<file path="config.mk">
export PLATFORM = sky130hd
export DESIGN_NAME = controle_mac
export DESIGN_NICKNAME = d
export VERILOG_FILES = /design/src/rtl/controle_mac_pkg.sv /design/src/rtl/controle_mac_acumulador_reg.sv /design/src/rtl/controle_mac.sv
export SDC_FILE = /design/constraint.sdc
export NUM_CORES = 1
export LEC_CHECK = 0
export ABC_CLOCK_PERIOD_IN_PS = 2100
export BUFFER_PORTS_ARGS = -buffer_cell sky130_fd_sc_hd__buf_2
export CAP_MARGIN = 10
export CORE_MARGIN = 2
export CORE_UTILIZATION = 30
export CTS_BUF_LIST = sky130_fd_sc_hd__clkbuf_16
export DETAILED_ROUTE_END_ITERATION = 10
export HOLD_SLACK_MARGIN = 0.06
export PLACE_DENSITY_LB_ADDON = 0.12
export REMOVE_ABC_BUFFERS = 1
export SETUP_SLACK_MARGIN = 0.15
export SLEW_MARGIN = 30
export SYNTH_ARGS = -nofsm -noshare
export SYNTH_HDL_FRONTEND = slang
export SYNTH_SLANG_ARGS = --single-unit
</file>
<file path="constraint.sdc">
create_clock -name clk -period 2.1 [get_ports clk]
set_input_delay 0.63 -clock clk [delete_from_list [all_inputs] [get_ports clk]]
set_output_delay 0.63 -clock clk [all_outputs]
set_load 0.05 [all_outputs]
</file>
<file path="src/rtl/controle_mac_pkg.sv">
// rtl/controle_mac_pkg.sv - shared constants for the MAC controller
// Purpose: FSM state encoding, default operand width, accumulator width
//          rule, pair counter width and the pair limit.
package controle_mac_pkg;

  localparam int DEF_N = 8;

  // Accumulator/result width for an N-bit multiplier: product width plus
  // four guard bits, enough for 16 full-scale products.
  function automatic int acc_w(input int n);
    return 2 * n + 4;
  endfunction

  localparam int              CNT_W      = 5;
  localparam logic [CNT_W-1:0] PAIR_LIMIT = 5'd16;

  localparam logic [2:0] S_IDLE  = 3'd0;
  localparam logic [2:0] S_START = 3'd1;
  localparam logic [2:0] S_WAIT  = 3'd2;
  localparam logic [2:0] S_ACC   = 3'd3;
  localparam logic [2:0] S_OUT   = 3'd4;

endpackage

</file>
<file path="src/rtl/controle_mac_acumulador_reg.sv">
// rtl/controle_mac_acumulador_reg.sv - sum/count accumulator with sticky overflow
// Purpose: holds the running sum of products, the pair count (saturating at
//          PAIR_LIMIT) and the sticky ovf flag.
// Ports:
//   clk, rst        clock, asynchronous active-low reset
//   i_add           add i_prod into the sum this cycle
//   i_clr           clear sum, count and ovf (has priority over i_add)
//   i_prod          product, zero-extended into the sum
//   o_sum, o_count, o_ovf   accumulator state
module acumulador_reg
  import controle_mac_pkg::*;
#(
  parameter int P_W   = 16,
  parameter int ACC_W = 20
) (
  input  logic             clk,
  input  logic             rst,
  input  logic             i_add,
  input  logic             i_clr,
  input  logic [P_W-1:0]   i_prod,
  output logic [ACC_W-1:0] o_sum,
  output logic [CNT_W-1:0] o_count,
  output logic             o_ovf
);

  logic [ACC_W-1:0] r_sum;
  logic [CNT_W-1:0] r_count;
  logic             r_ovf;

  always_ff @(posedge clk or negedge rst) begin
    if (!rst) begin
      r_sum   <= '0;
      r_count <= '0;
      r_ovf   <= 1'b0;
    end else if (i_clr) begin
      r_sum   <= '0;
      r_count <= '0;
      r_ovf   <= 1'b0;
    end else if (i_add) begin
      // Sum wraps modulo 2^ACC_W; it keeps accumulating even past the limit.
      r_sum <= r_sum + ACC_W'(i_prod);
      if (r_count == PAIR_LIMIT) begin
        r_ovf <= 1'b1;
      end else begin
        r_count <= r_count + CNT_W'(1);
      end
    end
  end

  assign o_sum   = r_sum;
  assign o_count = r_count;
  assign o_ovf   = r_ovf;

endmodule

</file>
<file path="src/rtl/controle_mac.sv">
// rtl/controle_mac.sv - dot-product controller driving an external multiplier
// Purpose: accepts operand pairs, starts the external multiplier for each,
//          accumulates products and presents the sum when the last pair is in.
// Ports:
//   clk, rst                      clock, asynchronous active-low reset
//   in_valid/in_ready/in_a/in_b/in_last   operand pair input handshake
//   mul_start/mul_b/mul_q         multiplier control and operands
//   mul_done/mul_p                multiplier completion and product
//   out_valid/out_ready           result handshake
//   out_sum/out_count/ovf         result, pair count, overflow flag
module controle_mac
  import controle_mac_pkg::*;
#(
  parameter int N     = DEF_N,
  parameter int ACC_W = acc_w(N)
) (
  input  logic             clk,
  input  logic             rst,
  input  logic             in_valid,
  output logic             in_ready,
  input  logic [N-1:0]     in_a,
  input  logic [N-1:0]     in_b,
  input  logic             in_last,
  output logic             mul_start,
  output logic [N-1:0]     mul_b,
  output logic [N-1:0]     mul_q,
  input  logic             mul_done,
  input  logic [2*N-1:0]   mul_p,
  output logic             out_valid,
  input  logic             out_ready,
  output logic [ACC_W-1:0] out_sum,
  output logic [CNT_W-1:0] out_count,
  output logic             ovf
);

  logic [2:0]     r_state;
  logic [N-1:0]   r_a;
  logic [N-1:0]   r_b;
  logic           r_last;
  logic [2*N-1:0] r_prod;
  // Goes high on the first edge after reset release; keeps in_ready low
  // while reset is held and during the release cycle.
  logic           r_alive;

  logic w_add;
  logic w_clr;

  always_ff @(posedge clk or negedge rst) begin
    if (!rst) begin
      r_state <= S_IDLE;
      r_a     <= '0;
      r_b     <= '0;
      r_last  <= 1'b0;
      r_prod  <= '0;
      r_alive <= 1'b0;
    end else begin
      r_alive <= 1'b1;
      case (r_state)
        S_IDLE: begin
          if (in_valid && in_ready) begin
            r_a     <= in_a;
            r_b     <= in_b;
            r_last  <= in_last;
            r_state <= S_START;
          end
        end
        S_START: r_state <= S_WAIT;
        S_WAIT: begin
          // Capture the product with its done flag so the add in ACC does
          // not depend on the multiplier holding P_out afterwards.
          if (mul_done) begin
            r_prod  <= mul_p;
            r_state <= S_ACC;
          end
        end
        S_ACC:   r_state <= r_last ? S_OUT : S_IDLE;
        S_OUT: begin
          if (out_ready) r_state <= S_IDLE;
        end
        default: r_state <= S_IDLE;
      endcase
    end
  end

  assign w_add = (r_state == S_ACC);
  assign w_clr = (r_state == S_OUT) && out_ready;

  acumulador_reg #(
    .P_W  (2 * N),
    .ACC_W(ACC_W)
  ) u_acc (
    .clk    (clk),
    .rst    (rst),
    .i_add  (w_add),
    .i_clr  (w_clr),
    .i_prod (r_prod),
    .o_sum  (out_sum),
    .o_count(out_count),
    .o_ovf  (ovf)
  );

  assign in_ready  = (r_state == S_IDLE) && r_alive;
  assign out_valid = (r_state == S_OUT);
  assign mul_start = (r_state == S_START);
  assign mul_b     = r_a;
  assign mul_q     = r_b;

endmodule

</file>
==> metrics.txt, run 1 <==
status finished, final reports clean; Tmin final 2.023 ns; Post-synth EDFFs 0; DR pass1 iterations 4; # rows 38; worst hold slack 0.3190 ns; n_diodes 0; slowest cell on the critical path dfrtp_1; HP Class in2async; via count 2726; max-cap viol count 0; DRC viols 0; crit path capture type flip-flop; GP Congestion 0.7329; area leader, netlist dfrtp_1; register area about 1600 um2; Core Region 10840 um2; Initial DRC Count 58; die area 11950 um2; #FFs+latches synth 63; Starting Density between 30% and 40%; share of cells above drive strength 1 48.85%; number of global-route vias before repair between 2000 and 3000; R2R Setup Slk 0.08 ns; post-route insts no fill 574; routed length on met3 approximately 470 um; Final ANT Viol Nets 0; DP HPWL 5.653 mm; RSZ-0062 raised after global routing yes; clock buffer depth 2; drt via density 4.749; Tcrit/Tclk final a little over nine tenths; crit path kind reg2reg; M1 wire length ~3.7 mm; Syn Area/Cell 10.94 um2; worst-path maximum fanout 4; clk_lat worst skew 0.33 ns; worst path cell trace ha_4 > buf_4 > nand3_2 > nor4_4 > nor2_4 > a311oi_2 > o211ai_1 > mux2i_1; Max Freq 0.4942 GHz; Post-synth top cells dfrtp_1 (63), nand2_1 (34), mux2_2 (24), nor2_1 (19); post-synthesis sequential area ratio about 47%; largest net degree at the start of global routing 64; library cells used by synthesis 51; Clock Skew 0.008390 ns; Hold Vio Cnt, Final 0; nets@finish 486; Area contributors post-synth dfrtp_1 (47%), mux2_2 (8.1%), ha_1 (6.8%), nand2_1 (3.8%), mux2_1 (3.0%); footprint of the multi-input gates 1921 um2; DR top layer met4; Cells after Synth 304; Root Buffer clkbuf_16; met2 WL 3.874 mm; Syn Std Cell Area 3327 um2; Synth warnings 0; total grt overflow 0; overall routed net length 8.244 mm; Critical path buffers and inverters 1; max incr delay on CP 0.43 ns; CTS Sinks 63; area grow syn2layout 43.21%; CP startpoint kind flip-flop; dpl cells around 540; Port Buf Inserts 82; CP required 2.31 ns; number of fill cells about 1100; I/O pins 83; crit-path leading delay family simple AND/OR/NAND/NOR gates; clk slew on worst S/H paths about 0.06 ns; crit path DAT 2.23 ns; CTS tree yes; CTS buffer count 9; routed length per instance roughly 14 um; Worst Setup SP r_prod[6]$_DFFE_PN0P_; count leader, synth dfrtp_1; H-tree depth 3; Die Height 109.3 um; worst r2r src r_prod[6]$_DFFE_PN0P_; Final Max Slew Viols 0; GRT Overall Usage between 10% and 20%; Main synth FF type dfrtp_1; CTS Hold Bufs 0; Die X 109.3 um; endpoints failing setup 0; first-pass GRT wire length 13.70 mm; initial antenna violation count 0; Synth top area share 47.39%; FFs w/ async S/R, synth 100.0%
## worst paths after layout
path,end,cells after the start
worst max-delay path,u_acc.o_sum[17]$_DFFE_PN0P_,8
worst min-delay path,r_prod[15]$_DFFE_PN0P_,2
worst max register to register,u_acc.o_sum[17]$_DFFE_PN0P_,8
worst min register to register,r_state[2]$_DFFE_PN0P_,1
max in group asynchronous,r_state[1]$_DFFE_PN0P_,2
min in group clk,r_state[2]$_DFFE_PN0P_,1
## per-stage QoR
step                setup slack (ns)  util [%]  area, um2  setup TNS (ns)
floorplan                    -0.3131         -       3259          -1.658
global placement             -0.1108     37.71       4088         -0.2270
detailed placement           -0.1645     37.71       4088         -0.5104
CTS                          0.03179     41.82       4533               0
global route                -0.01352     43.95       4765        -0.02513
finish                       0.07655     43.95       4765               0
## kinds of logic after synthesis
| logic type | after synthesis | share of synthesized area [%] |
|---|---|---|
| AO/OA/AOI/OAI | 68 | 13.31 |
| AND/OR/NAND/NOR | 81 | 12.26 |
| adder cells (fa/ha/maj) | 19 | 7.371 |
| XOR/XNOR | 15 | 3.949 |
| flip-flops | 63 | 47.39 |
| other | 1 | 0.1127 |
| multiplexers | 38 | 12.67 |
| buffers and inverters | 19 | 2.933 |
## sequential cells by signal (all words and copies together) (netlist names)
signal         count
u_acc.o_sum       20
r_prod            16
mul_b              8
mul_q              8
u_acc.o_count      5
r_state            3
r_alive            1
r_last             1
u_acc.o_ovf        1
## final cells by class
class	instances	share of cell area [%]
clock inverter	7	0.8666
timing repair buffer	125	16.62
multi-input combinational	222	40.31
inverter	8	0.6303
sequential	63	33.17
tap	140	3.676
clock buffer	9	4.727
## worst reg2reg max path, stage by stage (launching register included)
cell and delay [ns]:
dfrtp_1 0.43, ha_4 0.30, buf_4 0.11, nand3_2 0.09, nor4_4 0.28, nor2_4 0.11
a311oi_2 0.32, o211ai_1 0.14, mux2i_1 0.13
## cell usage in the layout, fill, tap and decap left out, types with 7 or more instances in the layout
master / instances
inv_1: 9
clkbuf_16: 9
a21oi_1: 11
buf_6: 7
mux2_2: 24
nor2_1: 18
buf_4: 37
nand2_1: 33
o21ai_0: 9
xnor2_1: 9
ha_4: 8
o21ai_1: 7
dfrtp_1: 60
buf_2: 79
mux2_1: 9
## per-layer routing
metal  global-route usage [%]  vias to the layer above
li1                         -                     1333
met1                    18.46                     1308
met2                    24.00                       72
met3                    5.157                       13
met4                    4.430                        0
met5                        0                        -
## timing repair
| item | in CTS | in global routing |
|---|---|---|
| resized for setup | 32 | 35 |
| pin swaps | 17 | 19 |
| endpoints found under the setup margin | 16 | 15 |
| setup buffers | 4 | 10 |
Power of run 1 is not shown: default switching activity piles up to over one toggle a cycle in this logic, so the estimate is an artifact.
==> run 2: changes to the inputs <==
- ABC_AREA: unset -> 1
==> run 2 against run 1 <==
Net effect:
- the flow now finishes with violations (design-rule violations)
- non-clock buffer count shrank 31
- utilization decreased by 3.6 points
- worst hold slack worse by 0.037 ns
- critical path depth down 5
- via count rose by 12%
- die area up 7.0%
- setup slack improved by 0.14 ns
- clock skew down 0.00062 ns
- first-iteration DRC count grew 91%
- critical endpoint is now in_ready
- synthesized cell count up 35%
==> metrics.txt, run 2 <==
n_diodes 0; cell depth of the worst flop-to-flop path 9; commonest non-fill, non-tap cells in the layout nand2_1 (109), buf_2 (79), dfrtp_1 (61); post-synthesis sequential area ratio between 40 and 50%; Area contributors post-synth dfrtp_1 (44%), nand2_1 (12%), ha_1 (6.3%), mux2_2 (5.4%), nor2_1 (4.0%); DRC viols 1; Die Height 113.1 um; crit path kind reg2out; HP Class in2async; Least-Margin Pin Slew 0.5574 ns; CP endpoint in_ready; most common cell after layout, fill and taps aside nand2_1; Syn Area/Cell 8.707 um2; worst r2r src u_acc.o_sum[0]$_DFFE_PN0P_; CTS buffer count 9; #FFs+latches synth 63; Main synth FF type dfrtp_1; Worst Setup SP r_state[0]$_DFFE_PN0P_; area leader, netlist dfrtp_1; status complete, but fails checks; Starting Density about 31%; CTS tree yes; post-place setup slack 0.09528 ns; Cells after Synth between 400 and 500; I/O pins 83; Port Buf Inserts 82; overall routed net length 9.221 mm; Final Max Slew Viols 0; initial antenna violation count 0; GRT Overall Usage 15.74%; count leader, synth nand2_1; # rows 39; Final Cell Area around 4600 um2; clock buffer depth 2; Tmin final 1.881 ns; area grow syn2layout 30.18%; Initial DRC Count 111; Post-synth top cells nand2_1 (112), dfrtp_1 (63), nor2_1 (38), inv_1 (36), nand3_1 (24); first-pass GRT wire length 15.69 mm; share of cells above drive strength 1 between 30% and 40%; Max-slew headroom 62.84%; Root Buffer clkbuf_16; max reg flops 20; Worst Slack Setup Final roughly 0.22 ns; worst path cell trace nor2_4 > and3_4 > buf_8; library cells used by synthesis 35; R2R Setup Slk 0.26 ns; Die X between 100 and 150 um; number of fill cells 1222; H-tree depth 3; Final ANT Viol Nets 0; Synth top area share 44.16%; slowest cell on the critical path dfrtp_2; failing checks design-rule violations; Area after DPL 4218 um2; drt via density roughly 4.6; Max Freq 0.5317 GHz; CP startpoint kind flip-flop; DP HPWL 6.988 mm; max-cap viol count 0; die area ~13000 um2; clk_lat worst skew 0.34 ns; CP required around 1.5 ns; Post-synth EDFFs 0; Synth warnings 0; number of global-route vias before repair around 3100; Clock Skew 0.007772 ns; largest net degree at the start of global routing 20; endpoints failing setup 0; crit path capture type output port; r2r endpoint u_acc.o_sum[6]$_DFFE_PN0P_; clk slew on worst S/H paths 0.06 ns; total grt overflow 0; Hold Vio Cnt, Final 0; FFs w/ async S/R, synth 100.0%; RSZ-0062 raised after global routing yes; Tcrit/Tclk final about nine tenths; worst-path maximum fanout 3; GP Congestion 0.8463; via count 3040; DR pass1 iterations 7; Syn Std Cell Area 3570 um2; crit path DAT 1.25 ns; Core Region 11520 um2; Final TNS setup 0 ns; routed length per instance about 14 um; CTS Sinks 63; nets@finish 568; max incr delay on CP 0.44 ns
==> run 2: cell types whose count changed after synthesis, sizes merged, moves of 6 or more <==
cell	change
o21a	-6
inv	+32
a211oi	-7
xnor2	-9
buf	-6
a21oi	+9
nand3	+20
nor2	+19
nand2	+82
==> run 2: layout make-up <==
type	count	area [um2]	area share, %
tap	143	178.9	3.850
clock buffer	9	225.2	4.847
timing repair buffer	94	560.5	12.06
multi-input combinational	303	1897	40.82
inverter	40	152.6	3.285
sequential	63	1579	33.98
clock inverter	6	53.80	1.158
==> run 2: worst min-delay path by stage <==
stage | cells after the start | startpoint | end
after floorplan | 0 | rst | mul_b[0]$_DFFE_PN0P_
after CTS | 1 | rst | r_prod[2]$_DFFE_PN0P_
after detailed placement | 1 | mul_q[2]$_DFFE_PN0P_ | mul_q[2]$_DFFE_PN0P_
after global routing | 1 | rst | r_prod[2]$_DFFE_PN0P_
after global placement | 1 | mul_q[7]$_DFFE_PN0P_ | mul_q[7]$_DFFE_PN0P_
final | 1 | rst | r_prod[2]$_DFFE_PN0P_
==> run 2: cells by family (layout without fill, tap and decap cells) <==
group	count (synthesis)	after routing	synth area share (%)
AO/OA/AOI/OAI	51	51	7.711
XOR/XNOR	2	2	0.4908
adder cells (fa/ha/maj)	19	19	6.870
buffers and inverters	44	149	5.363
flip-flops	63	63	44.16
multiplexers	32	32	10.73
other	1	1	0.1051
AND/OR/NAND/NOR	198	198	24.57
==> run 2: stage by stage <==
stage / std cells / hold WS [ns] / util, %
detailed placement: 639 / 0.4754 / 36.63
CTS: 654 / 0.3036 / 39.41
finish: 658 / 0.2815 / 40.35
global placement: 639 / 0.4714 / 36.63
floorplan: 406 / 0.3344 / -
global route: 658 / 0.3240 / 40.35
==> run 2: what timing repair did <==
action | 4_1_cts | 5_1_grt
resized for setup | 12 | 14
pin swaps | 0 | 4
setup buffers | 0 | 4
endpoints found under the setup margin | 6 | 12
hold buffers | 0 | 0
gates cloned | 0 | 0
==> run 2: critical path, delay by kind of cell, from the launching register on <==
kind / cells / cell delay [ns]
buffers and inverters: 1 / 0.15
flip-flops: 1 / 0.44
AND/OR/NAND/NOR: 2 / 0.33
==> run 2: layer usage <==
layer  vias to the layer above  wire, um  global-route usage [%]
met5                         -         0                       0
met4                         0       137                   6.829
met3                         9       571                   4.606
met2                        75      4039                   24.07
met1                      1403      4473                   20.79
li1                       1553         -                       -
Power of run 2 is left out for the same reason.
